**config.mk**
```make
export PLATFORM = sky130hd
export DESIGN_NAME = ram_arbiter
export DESIGN_NICKNAME = d
export VERILOG_FILES = /design/src/rtl/ram_arbiter_pkg.sv /design/src/rtl/ram_arbiter_rr_pick2.sv /design/src/rtl/ram_arbiter.sv
export SDC_FILE = /design/constraint.sdc
export NUM_CORES = 1
export LEC_CHECK = 0
export CORE_ASPECT_RATIO = 0.9
export CORE_MARGIN = 5
export CORE_UTILIZATION = 43
export DETAILED_ROUTE_END_ITERATION = 12
export GPL_TIMING_DRIVEN = 0
export PLACE_DENSITY = 0.85
export SYNTH_ARGS = -nofsm -noshare
export SYNTH_HDL_FRONTEND = slang
export SYNTH_SLANG_ARGS = --single-unit
```
**constraint.sdc**
```tcl
create_clock -name clk -period 2.4 [get_ports clk]
set_input_delay 0.6 -clock clk [delete_from_list [all_inputs] [get_ports clk]]
set_output_delay 0.6 -clock clk [all_outputs]
set_load 0.02 [all_outputs]
```
**src/rtl/ram_arbiter_pkg.sv**
```systemverilog
// Shared definitions for the two-port RAM arbiter: FSM state encoding and
// default data/address widths.
package ram_arbiter_pkg;

  localparam int DEF_WIDTH  = 16;
  localparam int DEF_AWIDTH = 16;

  typedef enum logic [1:0] {
    IDLE   = 2'd0,
    ACCESS = 2'd1,
    RESP   = 2'd2
  } state_t;

endpackage

```
**src/rtl/ram_arbiter_rr_pick2.sv**
```systemverilog
// Combinational 2-way round-robin selector: with both requesting, the port
// that did not win last time is chosen.
module rr_pick2
  import ram_arbiter_pkg::*;
(
  input  logic i_req0,
  input  logic i_req1,
  input  logic i_last,
  output logic o_valid,
  output logic o_winner
);

  always_comb begin
    o_valid  = i_req0 | i_req1;
    o_winner = 1'b0;
    if (i_req0 && i_req1) begin
      o_winner = ~i_last;
    end else if (i_req1) begin
      o_winner = 1'b1;
    end
  end

endmodule

```
**src/rtl/ram_arbiter.sv**
```systemverilog
// Serialises CPU (port 0) and DMA (port 1) accesses onto a single-port RAM
// with a req/ack handshake and round-robin arbitration.
module ram_arbiter
  import ram_arbiter_pkg::*;
#(
  parameter int WIDTH  = DEF_WIDTH,
  parameter int AWIDTH = DEF_AWIDTH
) (
  input  logic              clk,
  input  logic              reset,
  input  logic              req0,
  input  logic              req1,
  input  logic              we0,
  input  logic              we1,
  input  logic [AWIDTH-1:0] addr0,
  input  logic [AWIDTH-1:0] addr1,
  input  logic [WIDTH-1:0]  wdata0,
  input  logic [WIDTH-1:0]  wdata1,
  output logic              ack0,
  output logic              ack1,
  output logic [WIDTH-1:0]  rdata0,
  output logic [WIDTH-1:0]  rdata1,
  output logic [AWIDTH-1:0] ram_address,
  output logic              ram_load,
  output logic [WIDTH-1:0]  ram_in,
  input  logic [WIDTH-1:0]  ram_out,
  output logic              busy,
  output logic              gnt,
  output state_t            dbg_state
);

  // Handshake: a requester raises reqN with we/addr/wdata valid and holds it
  // until ackN; the request is sampled only in IDLE, ackN pulses for one cycle,
  // and a req still high in the following IDLE cycle is a new transaction.

  state_t              r_state;
  state_t              w_next_state;
  logic                r_gnt;
  logic                r_we;
  logic [AWIDTH-1:0]   r_addr;
  logic [WIDTH-1:0]    r_wdata;
  logic [WIDTH-1:0]    r_rdata0;
  logic [WIDTH-1:0]    r_rdata1;
  logic                w_valid;
  logic                w_winner;
  logic [WIDTH-1:0]    w_capture;

  rr_pick2 u_pick (
    .i_req0   (req0),
    .i_req1   (req1),
    .i_last   (r_gnt),
    .o_valid  (w_valid),
    .o_winner (w_winner)
  );

  always_comb begin
    w_next_state = r_state;
    case (r_state)
      IDLE:    if (w_valid) w_next_state = ACCESS;
      ACCESS:  w_next_state = RESP;
      RESP:    w_next_state = IDLE;
      default: w_next_state = IDLE;
    endcase
  end

  // A write reports back the value it stored so rdata always reflects the
  // last completed access on that port.
  assign w_capture = r_we ? r_wdata : ram_out;

  always_ff @(posedge clk) begin
    if (reset) begin
      r_state  <= IDLE;
      r_gnt    <= 1'b1;
      r_we     <= 1'b0;
      r_addr   <= '0;
      r_wdata  <= '0;
      r_rdata0 <= '0;
      r_rdata1 <= '0;
    end else begin
      r_state <= w_next_state;
      if (r_state == IDLE && w_valid) begin
        r_gnt   <= w_winner;
        r_we    <= w_winner ? we1    : we0;
        r_addr  <= w_winner ? addr1  : addr0;
        r_wdata <= w_winner ? wdata1 : wdata0;
      end
      if (r_state == ACCESS) begin
        if (r_gnt) r_rdata1 <= w_capture;
        else       r_rdata0 <= w_capture;
      end
    end
  end

  // Reset gates the write strobe combinationally so an aborted ACCESS never
  // commits to the RAM.
  assign ram_load    = (r_state == ACCESS) & r_we & ~reset;
  assign ram_address = r_addr;
  assign ram_in      = r_wdata;
  assign ack0        = (r_state == RESP) & ~r_gnt;
  assign ack1        = (r_state == RESP) & r_gnt;
  assign rdata0      = r_rdata0;
  assign rdata1      = r_rdata1;
  assign busy        = (r_state != IDLE);
  assign gnt         = r_gnt;
  assign dbg_state   = r_state;

endmodule

```
; ---- Word level (Yosys, flattened, before mapping)
; Index checks and enable logic that the tools add are counted.
[word_totals]
register_bits = 68
latchBits = 0
ramBits = 0
mem_bits_ro = 0
input_bits = 86
word_cells = 31
mem_count = 0
[classes]
add_sub_neg = 0
n_mul = 0
n_div = 0
order_cmp = 0
eq_ne = 3
shift = 0
muxes = 8
bitwise = 7
reduce_logical = 6
[op_table]
columns = op, count
row1 = two-way mux 16 bit, 3
row2 = bitwise AND 1 bit, 4
row3 = case mux 2 bit (2 select lines), 1
row4 = AND reduction 2 bit, 2
row5 = two-way mux 1 bit, 3
row6 = "== test 2 x 1 -> 1 bit, second input constant", 1
row7 = "== test 2 bit, second input constant", 1
row8 = logical AND 1 bit, 2
row9 = zero test 2 bit, 1
row10 = two-way mux 2 bit, 1
row11 = "inequality test 2 bit, second input constant", 1
row12 = inverter 1 bit, 2
row13 = nonzero test 2 bit, 1
row14 = OR 1 bit, 1

; ---- Logic depth before layout (Yosys ltp)
; Gate-level depths: netlist (run 1).
[logic_depth]
depth_word = 3
mapped_depth = 6
depth_no_buf = 3

; ---- Hierarchy
; A second synthesis (run 1) with hierarchy kept.
[hier_totals]
cells_unflattened = 289
area_unflattened_um2 = 3233.1
[by_module_without_submodules]
columns = module, instances, cells_per_inst, area_each_um2
row1 = ram_arbiter, 1, 287, 3219.3
row2 = rr_pick2, 1, 2, 13.8

; ---- Least setup slack after synthesis (run 1)
; No wires, ideal clock.
[synth_timing]
kind = input port to output port
startpoint = input reset
endpoint = output ram_load
arrival_ns = 1.152
required_time_ns = 1.800
slack_ns = 0.648
cell_stages = 3
path_buffers = 1
path_cell_list = clkbuf_1 nor3b_1 and2_1
[synth_between]
elab_chain_cells = 2
[synth_rtl]
columns = item, line
row1 = start: declaration, ram_arbiter.sv:10  ; input logic reset,
row2 = inverter 1 bit, ram_arbiter.sv:96  ; assign ram_load = (r_state == ACCESS) & r_we & ~reset;
row3 = bitwise AND 1 bit, ram_arbiter.sv:96
row4 = end: declaration, ram_arbiter.sv:24  ; output logic ram_load,
; Every way passes these cells.

; ---- Worst setup path after layout (run 1)
[layout_timing]
startpoint = register r_gnt, in the netlist gnt
endpoint = output ack1
[layout_between]
elab_chain_cells = 1
[layout_rtl]
columns = item, line
row1 = start: declaration, ram_arbiter.sv:38  ; logic r_gnt;
row2 = start signal: assignment, ram_arbiter.sv:82  ; r_gnt <= w_winner;
row3 = bitwise AND 1 bit, ram_arbiter.sv:100  ; assign ack1 = (r_state == RESP) & r_gnt;
row4 = end: declaration, ram_arbiter.sv:20  ; output logic ack1,
; Every way passes these cells.

==> reports/results.txt, run 1 <==
Detailed placement finished with a half-perimeter wire length of 7600 um. The run gives 2 as the deepest clock path buffer count. The worst setup path is of the flip-flop to output port kind. In the post-synthesis netlist, the cell with the most instances is dfxtp_1.

The net total in the final layout was 583; the die area was 0.00895 mm2. After global routing the overflow that remains totals 0. Setup violations remaining at the end of the flow were counted as 0.

Of all flip-flops after synthesis, the portion carrying an async set or reset was 0%. The via count of the first global-routing pass was 3118. The cell count after synthesis came out at 330.

The tools report the nature of the critical path endpoint as an output port. The initial antenna violation count is 0. The region available for standard cell placement spans 0.00700 mm2. After detailed routing, the average wire length per cell comes to 16.3 um. Across all layers, the routed design uses 3094 vias. The routed wire length was 9670 um.

The data required time of the worst path is 1.80 ns, and the clock-pin slew of the registers on the worst-case setup and hold paths is 0.07 ns. After synthesis the netlist holds a flip-flop and latch count of 68. The tools report the largest net degree at the start of global routing as 19.

The placed instances occupy a cell area of 0.00475 mm2. The number of port buffers is 155. For the final number of max-transition violations, the log shows 0. The warning count from the yosys run was 0; the max-slew headroom at the worst pin was 50.9%. The post-route netlist has 14.9% of its cells at a drive strength greater than 1. The number of vias per cell after detailed routing is 5.20, and the total CTS buffers is 9. Row generation in the floorplan step produced 29 rows. The root buffer cell is clkbuf_8. The run finished with clean final reports. dfxtp_1 takes more of the synthesized area than any other cell. The transition at the pin with the smallest max-transition slack is 0.737 ns. The worst slack on hold paths is 0.502 ns, and the top-level I/O count is 157.

Startpoint type of the worst setup path: a flip-flop. For the filler-free cell count of the finished design, the log shows 595. TritonCTS built the clock tree. Share of Yosys cell area claimed by the top area cell type: 44.2%. The commonest cells after synthesis are dfxtp_1 (68), nand2_1 (66), a21oi_1 (33), a211oi_1 (32), nor2_1 (32). The number of DRC markers in iteration 0 came out at 101.

In the post-synthesis netlist, the biggest area contributors are dfxtp_1 (44%), a311oi_2 (14%), nand2_1 (8.0%). After layout, the worst path uses 94.8% of the clock period. The number of sinks handled by clock tree synthesis was 68. The congestion estimate from routability-driven global placement came to 0.825. Width of the die: 99.2 um. The worst hold path belongs to the class flip-flop to flip-flop.

The final hold violation count was 0; the layout overhead on the synthesized area was 61.0%. The minimum clock period is 2.28 ns. The worst-case IR drop observed on VDD is 0.371 mV. The floorplan step set the die height to 90.3 um.

In the routed design, unresolved DRC markers number 0. Across the run, the number of max-cap violations was 0. Setup total negative slack on the finished layout was measured at 0 ns.

The power per cell area is 655 mW/mm2, and the number of search-and-repair iterations in the first detailed-routing pass is 4. The cell area after layout was 0.00496 mm2. The deepest level of the CTS H-tree was 3. The hold buffer count at CTS is 0, and the post-synthesis average cell area is 9.33 um2. For this run, the total global-route usage over all layers was measured as 21.0%. Setup repair after global routing left no endpoint under its margin.

For the initial cell density of the core, the log shows 44.0%. Largest fanout on the critical path: 8. The most used flip-flop cell after synthesis is dfxtp_1.

The instance count after placement with tap cells included is 578, and the area of the mapped netlist is 0.00308 mm2. The final setup skew was 0.0114 ns. The logs give 0 for the antenna diode count and 26 for the count of different cell masters after synthesis. The worst path arrival time is 1.68 ns, and the leakage dissipation is 0.00180 uW. The maximum clock frequency is 439 MHz. The first global-routing pass estimated 15300 um of wire.

The logs give 416 for the number of nets produced by synthesis and 44.2% for the share of synthesized area occupied by flip-flops and latches. The number of enable-type register cells in the synthesized netlist was 0. In this run the remaining antenna-violating nets after routing total 0. The tools report the insertion delay of the later-clocked pin in the worst-skew pair as 0.33 ns.
==> worst max-delay path: stages, from the launching register on <==
cell and delay [ns]:
dfxtp_1 0.50, and3b_1 0.24, clkdlybuf4s50_1 0.61
==> final timing paths <==
| path | slack, ns | to | depth (start not counted) | startpoint |
|---|---|---|---|---|
| worst min-delay path | 0.50 | rdata1[9] | 2 | rdata1[9] |
| worst max register to register | 0.89 | ram_in[2] | 5 | gnt |
| worst max-delay path | 0.12 | ack1 | 2 | gnt |
| worst min register to register | 0.50 | rdata1[9] | 2 | rdata1[9] |
==> metal layers <==
layer	vias to the layer above	routed length (um)	GRT usage, %
met5	-	0	0
met4	0	191	7.74
met3	15	737	6.18
met2	117	4860	36.9
met1	1437	3880	24.0
li1	1525	-	-
==> placed cells by master, fill, tap and decap left out, types with 2 or more instances in the layout <==
master	netlist	routed
buf_4	1	4
nor2_1	32	32
buf_2	16	14
clkbuf_1	10	10
and3b_1	2	2
clkinv_4	0	2
a311oi_1	4	4
mux2i_1	16	16
buf_6	5	5
clkbuf_8	0	9
buf_1	3	3
a311oi_2	29	29
a21oi_1	33	33
clkdlybuf4s50_1	0	154
dfxtp_2	0	2
clkinv_2	0	4
a211oi_1	32	32
nand2_1	66	66
dfxtp_1	68	66
nor3b_1	2	2
==> layout make-up <==
class | instances | area [um2]
Inverter | 1 | 3.75
Clock inverter | 7 | 67.6
Multi-Input combinational cell | 226 | 1530
Clock buffer | 9 | 124
Fill cell | 581 | 2050
Tap cell | 93 | 116
Sequential cell | 68 | 1360
Timing Repair Buffer | 157 | 1570
Buffer | 34 | 190
==> power by group <==
group	total (uW)	internal, uW	switching [uW]
Clock	916	476	440
Sequential	1320	1240	76.9
Combinational	1010	505	504
==> flip-flops by register name (all words and copies together), names as in the netlist <==
signal	cells
r_we	1
rdata1	16
ram_address	16
gnt	1
dbg_state	2
ram_in	16
rdata0	16
==> cell families (layout without fill, tap and decap cells) <==
family | count (synthesis) | count (layout) | share of synthesized area (%)
simple gates | 108 | 108 | 14.5
buf+inv | 36 | 208 | 6.38
compound gates | 102 | 102 | 29.7
mux | 16 | 16 | 5.20
flops | 68 | 68 | 44.2
==> metrics by stage <==
| step | setup WS [ns] | utilization (%) | power [uW] |
|---|---|---|---|
| 2_1_floorplan | 0.648 | - | 1880 |
| 5_1_grt | 0.0212 | 70.8 | 3390 |
| 4_1_cts | 0.0191 | 70.5 | 3260 |
| 3_3_place_gp | 0.109 | 67.8 | 2330 |
| 6_report | 0.125 | 70.8 | 3240 |
| 3_5_place_dp | 0.0712 | 67.8 | 2350 |
==> timing repair <==
| action | 4_1_cts | 5_1_grt |
|---|---|---|
| setup endpoints to repair | 2 | 1 |
| setup buffers | 0 | 2 |
| pin swaps | 0 | 1 |
| hold endpoints to repair | 0 | 0 |
| gates resized for setup | 3 | 2 |
(Power assumes the default switching activity.)
==> run 2: changes to the inputs <==
Settings changed: SKIP_LAST_GASP set to 1.
==> results of run 2 <==
The final DEF is identical to that of run 1; final timing and power are the same.
==> run 3: changes to the inputs <==
Settings changed: CELL_PAD_IN_SITES_DETAIL_PLACEMENT set to 0, CELL_PAD_IN_SITES_GLOBAL_PLACEMENT set to 1, CORE_UTILIZATION 43 to 31.
==> run 3 against run 2 <==
Against the previous run: total power is 3.7% higher; non-clock buffer count stayed put; setup slack better by 0.0059 ns; critical path type unchanged; die area is 34% higher; register-to-register slack worse by 0.06 ns; final area is 1.4% higher.
==> reports/results.txt, run 3 (synthesis results as in run 1) <==
The routed wire length is 10400 um (was 9670 um), and the minimum clock period is 2.27 ns (was 2.28 ns). The run gives 0.0110 ns (was 0.0114 ns) as the final setup skew. The hold buffer count at CTS was 0 (unchanged). The data required time of the worst path was 1.80 ns (about the same); the number of vias per cell after detailed routing was 4.83 (was 5.20). The last weighted congestion value of the routability-driven placer was 0.823 (was 0.825); the fraction of power spent switching nets was 30.8% (was 31.5%). The post-route fraction of the period consumed by the critical path was 94.6% (was 94.8%). TritonCTS built the clock tree. The run gives 0 ns (unchanged) as the total negative setup slack. The overflow left after global routing was 0 (unchanged); the maximum clock frequency was 441 MHz (was 439 MHz). Layout overhead on the synthesized area: 63.2% (was 61.0%). Largest fanout on the critical path: 8 (unchanged). The portion of total power attributed to the clock network came out at 30.6% (was 28.2%). Cell row count: 34 (was 29). The final hold violation count was 0 (unchanged); the total routing usage reported by global routing was 17.0% (was 21.0%). The die span in y is 105 um (was 90.3 um). The nature of the critical path endpoint was an output port (unchanged).

The die area was 0.0120 mm2 (was 0.00895 mm2). The tools report the share of total power in sequential cells as 39.2% (was 40.7%). The deepest level of the CTS H-tree was 3 (unchanged); the fraction of layout instances using a drive strength above 1 was 14.8% (was 14.9%). The logs give 68 (unchanged) for the number of sinks handled by clock tree synthesis and 0 (unchanged) for the DRC violation count after routing. Via count of the first global-routing pass: 3203 (was 3118).

The number of search-and-repair iterations in the first detailed-routing pass came out at 4 (unchanged). For the leakage dissipation, the log shows 0.00182 uW (was 0.00180 uW). Worst slack on hold paths: 0.500 ns (was 0.502 ns).

The root buffer cell is clkbuf_8 (unchanged). The tools report the half-perimeter wire length after detailed placement as 8170 um (was 7600 um). The type of the worst setup path is flip-flop to output port (unchanged).

The count of nets left with antenna violations after detail routing is 0 (unchanged), and the final number of max-transition violations is 0 (unchanged). The net total in the final layout is 583 (unchanged). Cell area after layout: 0.00502 mm2 (was 0.00496 mm2).

The area of the placeable core was 0.00970 mm2 (was 0.00700 mm2). The max-slew headroom at the worst pin is 49.5% (was 50.9%), and the net load switching power is 1040 uW (was 1020 uW). The final setup violation count came out at 0 (unchanged). For the first-pass GRT wire length, the log shows 16200 um (was 15300 um). Setup repair after global routing left no endpoint under its margin. The initial cell density of the core was 31.7% (was 44.0%). For the filler-free cell count of the finished design, the log shows 627 (was 595). The antenna diode count was 0 (unchanged); the number of DRC markers in iteration 0 was 95 (was 101).

Via count: 3029 (was 3094). The most common cell after layout, fill and taps aside is clkdlybuf4s50_1 (unchanged). The logs give 9 (unchanged) for the total CTS buffers and 157 (unchanged) for the top-level I/O count. The combinational power share was 30.2% (was 31.1%). The run finished with clean final reports. The number of port buffers was 155 (unchanged).

The internal power summed over all cells was 2330 uW (was 2220 uW). The depth of the most critical reg-to-reg path was 5 (unchanged). Clock-pin slew of the registers on the worst-case setup and hold paths: 0.08 ns (was 0.07 ns). The number of max-cap violations is 0 (unchanged), and the worst hold path stage count is 2 (unchanged).

The width of the die works out to 115 um (was 99.2 um). The startpoint type of the worst setup path was a flip-flop (unchanged). The worst path arrival time came out at 1.67 ns (was 1.68 ns). Commonest cells after routing, fill and taps aside: clkdlybuf4s50_1 (154), nand2_1 (66), dfxtp_1 (66), a21oi_1 (33) (unchanged).

Initial antenna violation count: 0 (unchanged). The detail-routed net length per standard cell was 16.6 um (was 16.3 um); the instance area after placement was 0.00479 mm2 (was 0.00475 mm2). The power per cell area is 670 mW/mm2 (was 655 mW/mm2), and the instance count after placement with tap cells included is 611 (was 578). The transition at the pin with the smallest max-transition slack was 0.758 ns (was 0.737 ns); the insertion delay of the later-clocked pin in the worst-skew pair was 0.34 ns (was 0.33 ns).

The tools report the worst voltage drop across the vdd grid as 0.355 mV (was 0.371 mV). The tools report the largest net degree at the start of global routing as 19 (unchanged). Class of the tightest hold or removal check: flip-flop to flip-flop (unchanged).

The deepest clock path buffer count was 2 (unchanged).
## run 3: layout make-up
type / count / area [um2]
Fill cell: 935 / 4680
Timing Repair Buffer: 157 / 1570
Multi-Input combinational cell: 226 / 1530
Sequential cell: 68 / 1360
Buffer: 34 / 190
Tap cell: 126 / 158
Clock buffer: 9 / 124
Clock inverter: 6 / 90.1
Inverter: 1 / 3.75
## run 3: path summary, 6_finish.rpt
| check | startpoint | end | slack [ns] |
|---|---|---|---|
| hold reg to reg | rdata0[1] | rdata0[1] | 0.50 |
| setup reg to reg | dbg_state[0] | ram_in[14] | 0.83 |
| setup / recovery | gnt | ack1 | 0.13 |
| hold / removal | rdata0[1] | rdata0[1] | 0.50 |
## run 3: stage by stage
stage	util, %	setup slack [ns]	power, uW
after global placement	49.4	0.0832	2350
final	51.8	0.131	3360
after floorplan	-	0.648	1880
after global routing	51.8	0.0528	3510
after detailed placement	49.4	0.0550	2360
after CTS	51.6	0.0207	3390
## run 3: layer usage
metal	vias to the layer above	global-route usage, %	routed length [um]	share of wire [%]
li1	1524	-	-	-
met1	1381	20.2	4390	42
met2	108	28.6	4980	48
met3	16	5.32	810	7.8
met4	0	6.20	223	2.1
met5	-	0	0	0
## run 3: power by group through the flow
stage               registers [uW]  logic [uW]  clock network (uW)
floorplan                     1460         414                   0
global placement              1340        1010                   0
detailed placement            1350        1020                   0
CTS                           1320        1020                1050
global route                  1340        1090                1090
finish                        1320        1010                1030
## run 3: worst max-delay path, stage by stage, from the launching register on
cell and delay (ns):
dfxtp_1 0.51, and3b_1 0.22, clkdlybuf4s50_1 0.61
## run 3: timing repair
| item | CTS | global route |
|---|---|---|
| endpoints found under the setup margin | 2 | 2 |
| pin swaps | 0 | 1 |
| cloned | 0 | 0 |
| setup buffers | 0 | 2 |
| gates resized for setup | 4 | 1 |
